--- src/rtl/alu_pipe_if.sv ---
// Operand/result handshake bundle for alu_pipe.
// The master drives operands and takes results; the slave is the ALU.
interface alu_pipe_if #(
  parameter int WIDTH = 32
);
  logic             in_valid;
  logic             in_ready;
  logic [WIDTH-1:0] in_a;
  logic [WIDTH-1:0] in_b;
  logic [3:0]       in_sel;
  logic             out_valid;
  logic             out_ready;
  logic [WIDTH-1:0] out_f;
  logic [3:0]       out_status;

  modport master (
    output in_valid, in_a, in_b, in_sel, out_ready,
    input  in_ready, out_valid, out_f, out_status
  );

  modport slave (
    input  in_valid, in_a, in_b, in_sel, out_ready,
    output in_ready, out_valid, out_f, out_status
  );
endinterface

--- src/rtl/alu_pipe.sv ---
// Registered WIDTH-bit ALU with valid/ready handshakes and {V,C,N,Z} status.
// Op 3 is an iterative shift-add unsigned multiply when MUL_EN is set.
//
// state | meaning
// IDLE  | waiting for an operand; single-cycle ops complete here
// MUL   | shift-add multiply in progress, WIDTH cycles, in_ready low
module alu_pipe #(
  parameter int WIDTH  = 32,
  parameter bit MUL_EN = 1'b1
) (
  input logic       clk,
  input logic       reset,
  alu_pipe_if.slave bus
);
  localparam int SW = $clog2(WIDTH);
  localparam logic [SW-1:0] CNT_LAST = SW'(WIDTH - 1);

  typedef enum logic {IDLE, MUL} state_t;

  state_t             state, state_nxt;
  logic               valid_r, valid_nxt;
  logic [WIDTH-1:0]   f_r, f_nxt;
  logic [3:0]         st_r, st_nxt;
  logic [2*WIDTH-1:0] mcand, mcand_nxt;
  logic [2*WIDTH-1:0] acc, acc_nxt;
  logic [WIDTH-1:0]   mplier, mplier_nxt;
  logic [SW-1:0]      cnt, cnt_nxt;

  logic [WIDTH-1:0]   bx;
  logic [WIDTH:0]     sum;
  logic [SW-1:0]      sh;
  logic [2:0]         op;
  logic [WIDTH-1:0]   alu_f;
  logic               alu_c;
  logic               alu_v;
  logic               accept;
  logic               is_mul;
  logic [2*WIDTH-1:0] prod_step;

  function automatic logic [3:0] make_status(input logic v, input logic c,
                                             input logic [WIDTH-1:0] f);
    return {v, c, f[WIDTH-1], (f == '0)};
  endfunction

  assign op     = bus.in_sel[2:0];
  assign bx     = bus.in_sel[3] ? ~bus.in_b : bus.in_b;
  assign sum    = {1'b0, bus.in_a} + {1'b0, bx} + {{WIDTH{1'b0}}, bus.in_sel[3]};
  assign sh     = bus.in_b[SW-1:0];
  assign is_mul = (op == 3'd3) && MUL_EN;

  assign bus.in_ready   = (state == IDLE) && (!valid_r || bus.out_ready);
  assign accept         = bus.in_valid && bus.in_ready;
  assign bus.out_valid  = valid_r;
  assign bus.out_f      = f_r;
  assign bus.out_status = st_r;

  assign prod_step = mplier[0] ? (acc + mcand) : acc;

  always_comb begin
    alu_f = '0;
    alu_c = 1'b0;
    alu_v = 1'b0;
    case (op)
      3'd0: begin
        alu_f = sum[WIDTH-1:0];
        alu_c = sum[WIDTH];
        alu_v = ~(bus.in_a[WIDTH-1] ^ bx[WIDTH-1]) & (sum[WIDTH-1] ^ bus.in_a[WIDTH-1]);
      end
      3'd1: alu_f = bus.in_a << sh;
      3'd2: alu_f = ~(bus.in_a | bx);
      3'd4: alu_f = bus.in_a ^ bx;
      3'd5: alu_f = bus.in_sel[3] ? $unsigned($signed(bus.in_a) >>> sh) : (bus.in_a >> sh);
      3'd6: alu_f = bus.in_a | bx;
      3'd7: alu_f = bus.in_a & bx;
      default: alu_f = '0;  // op 3 without the multiplier
    endcase
  end

  always_comb begin
    state_nxt  = state;
    valid_nxt  = valid_r;
    f_nxt      = f_r;
    st_nxt     = st_r;
    mcand_nxt  = mcand;
    acc_nxt    = acc;
    mplier_nxt = mplier;
    cnt_nxt    = cnt;

    if (valid_r && bus.out_ready) valid_nxt = 1'b0;

    case (state)
      IDLE: begin
        if (accept) begin
          if (is_mul) begin
            state_nxt  = MUL;
            mcand_nxt  = {{WIDTH{1'b0}}, bus.in_a};
            mplier_nxt = bus.in_b;
            acc_nxt    = '0;
            cnt_nxt    = '0;
          end else begin
            f_nxt     = alu_f;
            st_nxt    = make_status(alu_v, alu_c, alu_f);
            valid_nxt = 1'b1;
          end
        end
      end
      MUL: begin
        acc_nxt    = prod_step;
        mcand_nxt  = mcand << 1;
        mplier_nxt = mplier >> 1;
        cnt_nxt    = cnt + 1'b1;
        if (cnt == CNT_LAST) begin
          f_nxt     = prod_step[WIDTH-1:0];
          st_nxt    = make_status(|prod_step[2*WIDTH-1:WIDTH], 1'b0, prod_step[WIDTH-1:0]);
          valid_nxt = 1'b1;
          state_nxt = IDLE;
        end
      end
      default: state_nxt = IDLE;
    endcase
  end

  always_ff @(posedge clk or posedge reset) begin
    if (reset) begin
      state   <= IDLE;
      valid_r <= 1'b0;
      f_r     <= '0;
      st_r    <= '0;
      mcand   <= '0;
      acc     <= '0;
      mplier  <= '0;
      cnt     <= '0;
    end else begin
      state   <= state_nxt;
      valid_r <= valid_nxt;
      f_r     <= f_nxt;
      st_r    <= st_nxt;
      mcand   <= mcand_nxt;
      acc     <= acc_nxt;
      mplier  <= mplier_nxt;
      cnt     <= cnt_nxt;
    end
  end
endmodule

--- src/flat_wrapper.sv ---
// flat-port wrapper written by rule: the top's interface ports become plain ports
module alu_pipe_flat 
#(
  parameter int WIDTH  = 32,
  parameter bit MUL_EN = 1'b1
)
  (clk, reset, bus_in_valid, bus_in_a, bus_in_b, bus_in_sel, bus_out_ready, bus_in_ready, bus_out_valid, bus_out_f, bus_out_status);
  alu_pipe_if #(.WIDTH(WIDTH)) bus_i ();
  input logic clk;
  input logic reset;
  input wire logic [$bits(bus_i.in_valid)-1:0] bus_in_valid;
  input wire logic [$bits(bus_i.in_a)-1:0] bus_in_a;
  input wire logic [$bits(bus_i.in_b)-1:0] bus_in_b;
  input wire logic [$bits(bus_i.in_sel)-1:0] bus_in_sel;
  input wire logic [$bits(bus_i.out_ready)-1:0] bus_out_ready;
  output wire logic [$bits(bus_i.in_ready)-1:0] bus_in_ready;
  output wire logic [$bits(bus_i.out_valid)-1:0] bus_out_valid;
  output wire logic [$bits(bus_i.out_f)-1:0] bus_out_f;
  output wire logic [$bits(bus_i.out_status)-1:0] bus_out_status;
  assign bus_i.in_valid = bus_in_valid;
  assign bus_i.in_a = bus_in_a;
  assign bus_i.in_b = bus_in_b;
  assign bus_i.in_sel = bus_in_sel;
  assign bus_i.out_ready = bus_out_ready;
  assign bus_in_ready = bus_i.in_ready;
  assign bus_out_valid = bus_i.out_valid;
  assign bus_out_f = bus_i.out_f;
  assign bus_out_status = bus_i.out_status;
  alu_pipe #(.WIDTH(WIDTH), .MUL_EN(MUL_EN)) u_core (.clk(clk), .reset(reset), .bus(bus_i));
endmodule
--- config.mk ---
export PLATFORM = sky130hd
export DESIGN_NAME = alu_pipe_flat
export DESIGN_NICKNAME = d
export VERILOG_FILES = /design/src/rtl/alu_pipe_if.sv /design/src/rtl/alu_pipe.sv /design/src/flat_wrapper.sv
export SDC_FILE = /design/constraint.sdc
export NUM_CORES = 1
export LEC_CHECK = 0
export CAP_MARGIN = 20
export CELL_PAD_IN_SITES_DETAIL_PLACEMENT = 0
export CELL_PAD_IN_SITES_GLOBAL_PLACEMENT = 1
export CORE_MARGIN = 10
export CORE_UTILIZATION = 50
export DETAILED_ROUTE_END_ITERATION = 10
export PLACE_DENSITY = 0.95
export SETUP_SLACK_MARGIN = 0.5
export SYNTH_ARGS = -nofsm -noshare
export SYNTH_HDL_FRONTEND = slang
export SYNTH_SLANG_ARGS = --single-unit
--- constraint.sdc ---
create_clock -name clk -period 17.79 [get_ports clk]
set_input_delay 2.6685 -clock clk [delete_from_list [all_inputs] [get_ports clk]]
set_output_delay 2.6685 -clock clk [all_outputs]
set_load 0.005 [all_outputs]
==> results of run 1 <==
==> cell usage in the layout, fill, tap and decap left out, drive strengths merged, types with 15 or more instances in the layout <==
cell type,instances
o22ai,85
nand3,51
dfrtp,202
nor4,17
nor3,45
o21bai,16
a211oi,28
o31ai,15
mux2,45
a21oi,202
o21ai,243
inv,96
xnor2,44
a221oi,20
ha,129
a31oi,18
nand2,355
a21o,35
o211ai,20
mux2i,78
clkdlybuf4s50,104
mux4,59
o21a,19
nor2,342
buf,46
nand4,45
xor2,59
clkbuf,34
==> metrics by stage <==
stage	power [uW]	util, %
after global placement	3825	53.87
final	4581	56.38
after floorplan	2852	-
after detailed placement	3860	53.90
after global routing	4884	56.38
after CTS	4487	56.32
==> worst max-delay path: stages <==
cell and delay (ns):
buf_2 0.59, buf_4 0.61, xor2_1 0.26, inv_1 0.11
fa_1 0.43, nand3b_1 0.25, nand3_1 0.12, a21oi_1 0.06
or4_1 0.55, a221oi_1 0.32, nand4b_1 0.18, nor4_1 0.48
nand4_1 0.22, nor4_2 0.18, nand4_1 0.17, or4_1 0.50
o21ai_1 0.12
==> state kept, by name, summed over array words and instances, names as in the netlist <==
name / flops
u_core.acc: 64
u_core.mplier: 32
u_core.bus.out_f: 31
u_core.bus.out_valid: 1
u_core.bus.out_status: 4
u_core.state: 1
u_core.mcand: 64
u_core.cnt: 5
==> power by group through the flow <==
stage                     Sequential (uW)  Clock [uW]  Combinational (uW)
after floorplan                       815           0                2040
after global placement                883           0                2940
after detailed placement              892           0                2970
after CTS                             886         617                2980
after global routing                  921         634                3330
final                                 894         612                3080
==> kinds of logic (layout without fill, tap and decap cells) <==
family | Yosys count | count (layout) | synth area share (%)
adders and majority gates | 131 | 131 | 7.973
buffers and inverters | 287 | 292 | 5.507
xor gates and xnor gates | 103 | 103 | 4.349
muxes | 182 | 182 | 12.63
and+or+nand+nor | 956 | 956 | 20.25
AOI/OAI and AO/OA | 823 | 823 | 24.92
DFF | 202 | 202 | 24.37
==> area by class of cell <==
cell class,instances,area (sq um),share of cell area [%]
Multi-Input combinational cell,2195,14590,63.24
Sequential cell,202,5062,21.94
Timing Repair Buffer,150,1404,6.084
Clock buffer,34,740.7,3.210
Tap cell,532,665.6,2.885
Inverter,94,362.8,1.572
Clock inverter,14,246.5,1.068
==> final timing paths <==
check | start | end | slack [ns] | cells past startpoint
max | bus_in_b[1] | u_core.bus.out_status[0] | 10.45 | 17
min in group asynchronous | reset | u_core.bus.out_f[11] | 2.54 | 2
min | u_core.bus.out_f[23] | u_core.bus.out_f[23] | 0.49 | 2
max in group asynchronous | reset | u_core.state | 13.90 | 3
max reg2reg | u_core.mcand[0] | u_core.bus.out_status[3] | 12.82 | 14
min reg2reg | u_core.bus.out_f[23] | u_core.bus.out_f[23] | 0.49 | 2
==> layer usage <==
metal / track usage [%] / vias up / wire length, um
li1: - / 9816 / -
met1: 47.64 / 10700 / 37130
met2: 49.05 / 1394 / 36480
met3: 8.751 / 207 / 10600
met4: 11.31 / 2 / 3301
met5: 0 / - / 13
==> reports/metrics.csv, run 1 <==
metric,value,unit
ys_seq_area_share,24.37,%
first_iter_violations,2870,
wl_per_cell,27.17,um
final_nets,2872,
clkTransAtPathRegs,0.06,ns
synth_seq_cells,202,
pwr-share-clk,13.4,%
grt_setup_unrepaired,false,
syn_nets,2887,
synth_cell_type_count,91,
remaining_drc_errors,0,
vias,22120,
ios,110,
tightest_slew,1.051,ns
design_area,23070,sq um
p_switching,2394,uW
final-instance-count-excl-fill,3221,
first_pass_iters,7,
cts_buffers,26,
cts.sink_count,202,
syn_area,20740,sq um
pwr-share-seq,19.5,%
fin_tns_setup,0,ns
portBuffers,109,
antenna_found_initial,5,
comb_power_share,67.1,%
slew_violations,0,
cts_hold_buf,0,
area_growth,11.23,%
cts_tree,built,
end_kind,flip-flop,
clock_latency,0.57,ns
fin_skew,0.01388,ns
drv_cap,0,
critPathKind,input pin to flip-flop,
cp.required,18.29,ns
place_inst,3172,
place_area,22060,sq um
finalWeightedCongestion,1.041,
totalWireLength,87520,um
netSwitchingFraction,52.26,%
synthFlopType,dfrtp_1,
yosys-top-cells-area,"dfrtp_1 (24%), ha_1 (7.8%), nand2_1 (6.4%), mux4_2 (6.4%), nor2_1 (6.2%)",
cts-resized-gates,0,
htree_levels,1,
overflow,0,
peakVddDrop,0.1097,mV
yosysMostFrequentCell,nand2_1,
async_flop_share,100.0,%
setup_viol,0,
grt_max_degree,143,
diodes,0,
setup_slack,10.45,ns
clockBufferDepth,3,
post-cts-setup-buffers,0,
post-place-ws,9.983,ns
final.period_utilization,41.27,%
viasPerCell,6.866,
critical_path_arrival,7.84,ns
dp_hpwl,65420,um
fmax,0.1362,GHz
ys_top_cells_by_count,"nand2_1 (355), nor2_1 (342), o21ai_0 (227), a21oi_1 (202), dfrtp_1 (202)",
avgSynthCellArea,7.729,sq um
drive_gt1_share,8.256,%
finalHoldViolCount,0,
synth_top_area_share,24.37,%
ant_nets,0,
grt_pass1_vias,21090,
cp-start-kind,input pin,
initial_core_util,50.69,%
power_density,198.5,nW/um^2
die_h,223.7,um
rows,74,
cts-root-buf,clkbuf_16,
track_usage,33.76,%
synth_area_leader_cell,dfrtp_1,
dieArea,50040,sq um
leakagePower,0.009660,uW
hold_class,flip-flop to flip-flop,
die_width,223.7,um
max-slew-margin-rel,29.71,%
p_int,2187,uW
grt_first_pass_wirelength,132900,um
critical_path_peak_fanout,42,
yosysWarnings,0,
fill_cells,3932,
outcome,finished clean,
hold_ws,0.4893,ns
min_period,7.341,ns
core,40920,sq um
netlist_instances,2684,
synth_edf_count,0,
No activity file was read; power rests on OpenSTA's default activity.
==> inputs of run 2 (changes only) <==
--- a/config.mk
+++ b/config.mk
@@ -9,9 +9,9 @@
 export CELL_PAD_IN_SITES_DETAIL_PLACEMENT = 0
 export CELL_PAD_IN_SITES_GLOBAL_PLACEMENT = 1
 export CORE_MARGIN = 10
-export CORE_UTILIZATION = 50
+export CORE_UTILIZATION = 47
 export DETAILED_ROUTE_END_ITERATION = 10
-export PLACE_DENSITY = 0.95
+export PLACE_DENSITY = 0.92
 export SETUP_SLACK_MARGIN = 0.5
 export SYNTH_ARGS = -nofsm -noshare
 export SYNTH_HDL_FRONTEND = slang
==> constraint.sdc (replaced) <==
create_clock -name clk -period 6.9 [get_ports clk]
set_input_delay 1.035 -clock clk [delete_from_list [all_inputs] [get_ports clk]]
set_output_delay 1.035 -clock clk [all_outputs]
set_load 0.005 [all_outputs]
==> reports/metrics.csv, run 2 (synthesized netlist as in run 1, its figures left out) <==
metric,value,unit,change
htree_levels,1,,unchanged
grt_pass1_vias,20960,,-0.62%
cp.required,7.39,ns,-10.90 ns
max-slew-margin-rel,31.47,%,+1.8 points
ios,110,,unchanged
critPathKind,input pin to flip-flop,,
cts_hold_buf,0,,unchanged
cts_tree,built,,
drive_gt1_share,8.287,%,+0.031 points
cts_buffers,25,,-3.8%
final.period_utilization,83.35,%,
die_width,230.1,um,+2.9%
tightest_slew,1.002,ns,-0.04904 ns
cts.sink_count,202,,unchanged
min_period,5.751,ns,
first_iter_violations,2812,,-2.0%
final_common_cell,nand2_1,,
peakVddDrop,0.3913,mV,+260%
cp-start-kind,input pin,,
overflow,0,,unchanged
fin_tns_setup,0,ns,unchanged
portBuffers,109,,unchanged
die_h,230.1,um,+2.9%
viasPerCell,6.717,,-2.2%
layout_common_cells,"nand2_1 (354), nor2_1 (341), o21ai_0 (227), a21oi_1 (202), dfrtp_1 (200)",,
hold_class,flip-flop to flip-flop,,
finalPower,11470,uW,+150%
outcome,finished clean,,
cts-resized-gates,0,,unchanged
totalWireLength,88480,um,+1.1%
initial_core_util,47.84,%,-2.8 points
remaining_drc_errors,0,,unchanged
final_nets,2882,,+0.35%
track_usage,32.18,%,-1.6 points
first_pass_iters,7,,unchanged
top_regs,"u_core.acc: 64 flops, u_core.mcand: 64 flops, u_core.mplier: 32 flops",,
drv_cap,0,,unchanged
ant_nets,0,,unchanged
grt_first_pass_wirelength,132900,um,unchanged
fill_cells,4266,,+8.5%
setup_viol,0,,unchanged
clkTransAtPathRegs,0.06,ns,about the same
finalHoldViolCount,0,,unchanged
critical_path_peak_fanout,31,,-26%
hold_ws,0.4847,ns,-0.004612 ns
vias,22020,,-0.44%
leakagePower,0.009596,uW,-0.67%
cts-root-buf,clkbuf_16,,
fin_skew,0.01562,ns,+0.001738 ns
dp_hpwl,67900,um,+3.8%
antenna_found_initial,2,,-3
grt_setup_unrepaired,false,,
dieArea,52940,sq um,+5.8%
rows,76,,+2.7%
end_kind,flip-flop,,
critical_path_arrival,6.24,ns,-1.60 ns
power_density,498.7,nW/um^2,+150%
post-cts-setup-buffers,0,,unchanged
grt_max_degree,110,,-23%
finalWeightedCongestion,1.075,,+3.3%
clock_latency,0.58,ns,about the same
fmax,0.1739,GHz,
clockBufferDepth,3,,unchanged
area_growth,10.86,%,
wl_per_cell,26.99,um,-0.67%
core,43360,sq um,+6.0%
slew_violations,0,,unchanged
==> run 2: worst paths after layout <==
kind / cells after the start / slack [ns] / endpoint / start
max: 14 / 1.15 / u_core.bus.out_status[0] / bus_in_sel[3]
min reg2reg: 2 / 0.48 / u_core.bus.out_f[23] / u_core.bus.out_f[23]
max in group asynchronous: 3 / 4.56 / u_core.state / reset
max reg2reg: 14 / 1.57 / u_core.bus.out_status[3] / u_core.acc[0]
min: 2 / 0.48 / u_core.bus.out_f[23] / u_core.bus.out_f[23]
min in group asynchronous: 2 / 0.95 / u_core.acc[17] / reset
==> run 2: power by group <==
group / internal [uW] / leakage, uW / switching [uW]
logic: 2900 / 0.00686 / 4970
clock network: 738 / 0.000380 / 549
registers: 1780 / 0.00235 / 540
total: 5410 / 0.00960 / 6060
==> run 2: routing by layer <==
metal  vias to the layer above  GRT usage [%]  part of all wire, %  wire length [um]
li1                       9816              -                    -                 -
met1                     10680          43.52                   42             36930
met2                      1260          48.94                   43             38320
met3                       262          6.612                   10              9007
met4                         4          13.79                  4.7              4183
met5                         -              0                0.036                32
==> run 2: final cells by class <==
class / count / area [sq um] / area share, %
clock buffer: 32 / 691.9 / 3.009
timing repair buffer: 161 / 1476 / 6.420
inverter: 94 / 359.1 / 1.561
tap: 585 / 732.0 / 3.183
sequential: 202 / 5062 / 22.01
antenna: 2 / 5.005 / 0.02176
multi-input combinational: 2195 / 14590 / 63.45
clock inverter: 7 / 77.57 / 0.3373
==> run 2: worst max-delay path, stage by stage <==
cell and delay [ns]:
buf_2 0.70, xor2_1 0.20, ha_1 0.39, a21oi_1 0.25
o21ai_0 0.18, nor4_1 0.57, nor2_1 0.17, a221oi_1 0.58
xnor2_1 0.18, a221oi_1 0.83, and4_1 0.32, nand4_1 0.15
or4_1 0.51, o21ai_1 0.16
==> run 2: through the flow <==
step,cell area [sq um],cells,setup slack (ns),utilization (%)
6_report,23000,3278,1.149,53.04
5_1_grt,22990,3276,1.039,53.02
4_1_cts,22990,3276,1.395,53.02
3_5_place_dp,22220,3237,0.7866,51.25
3_3_place_gp,22200,3235,0.5815,51.20
2_1_floorplan,20750,2684,1.217,-
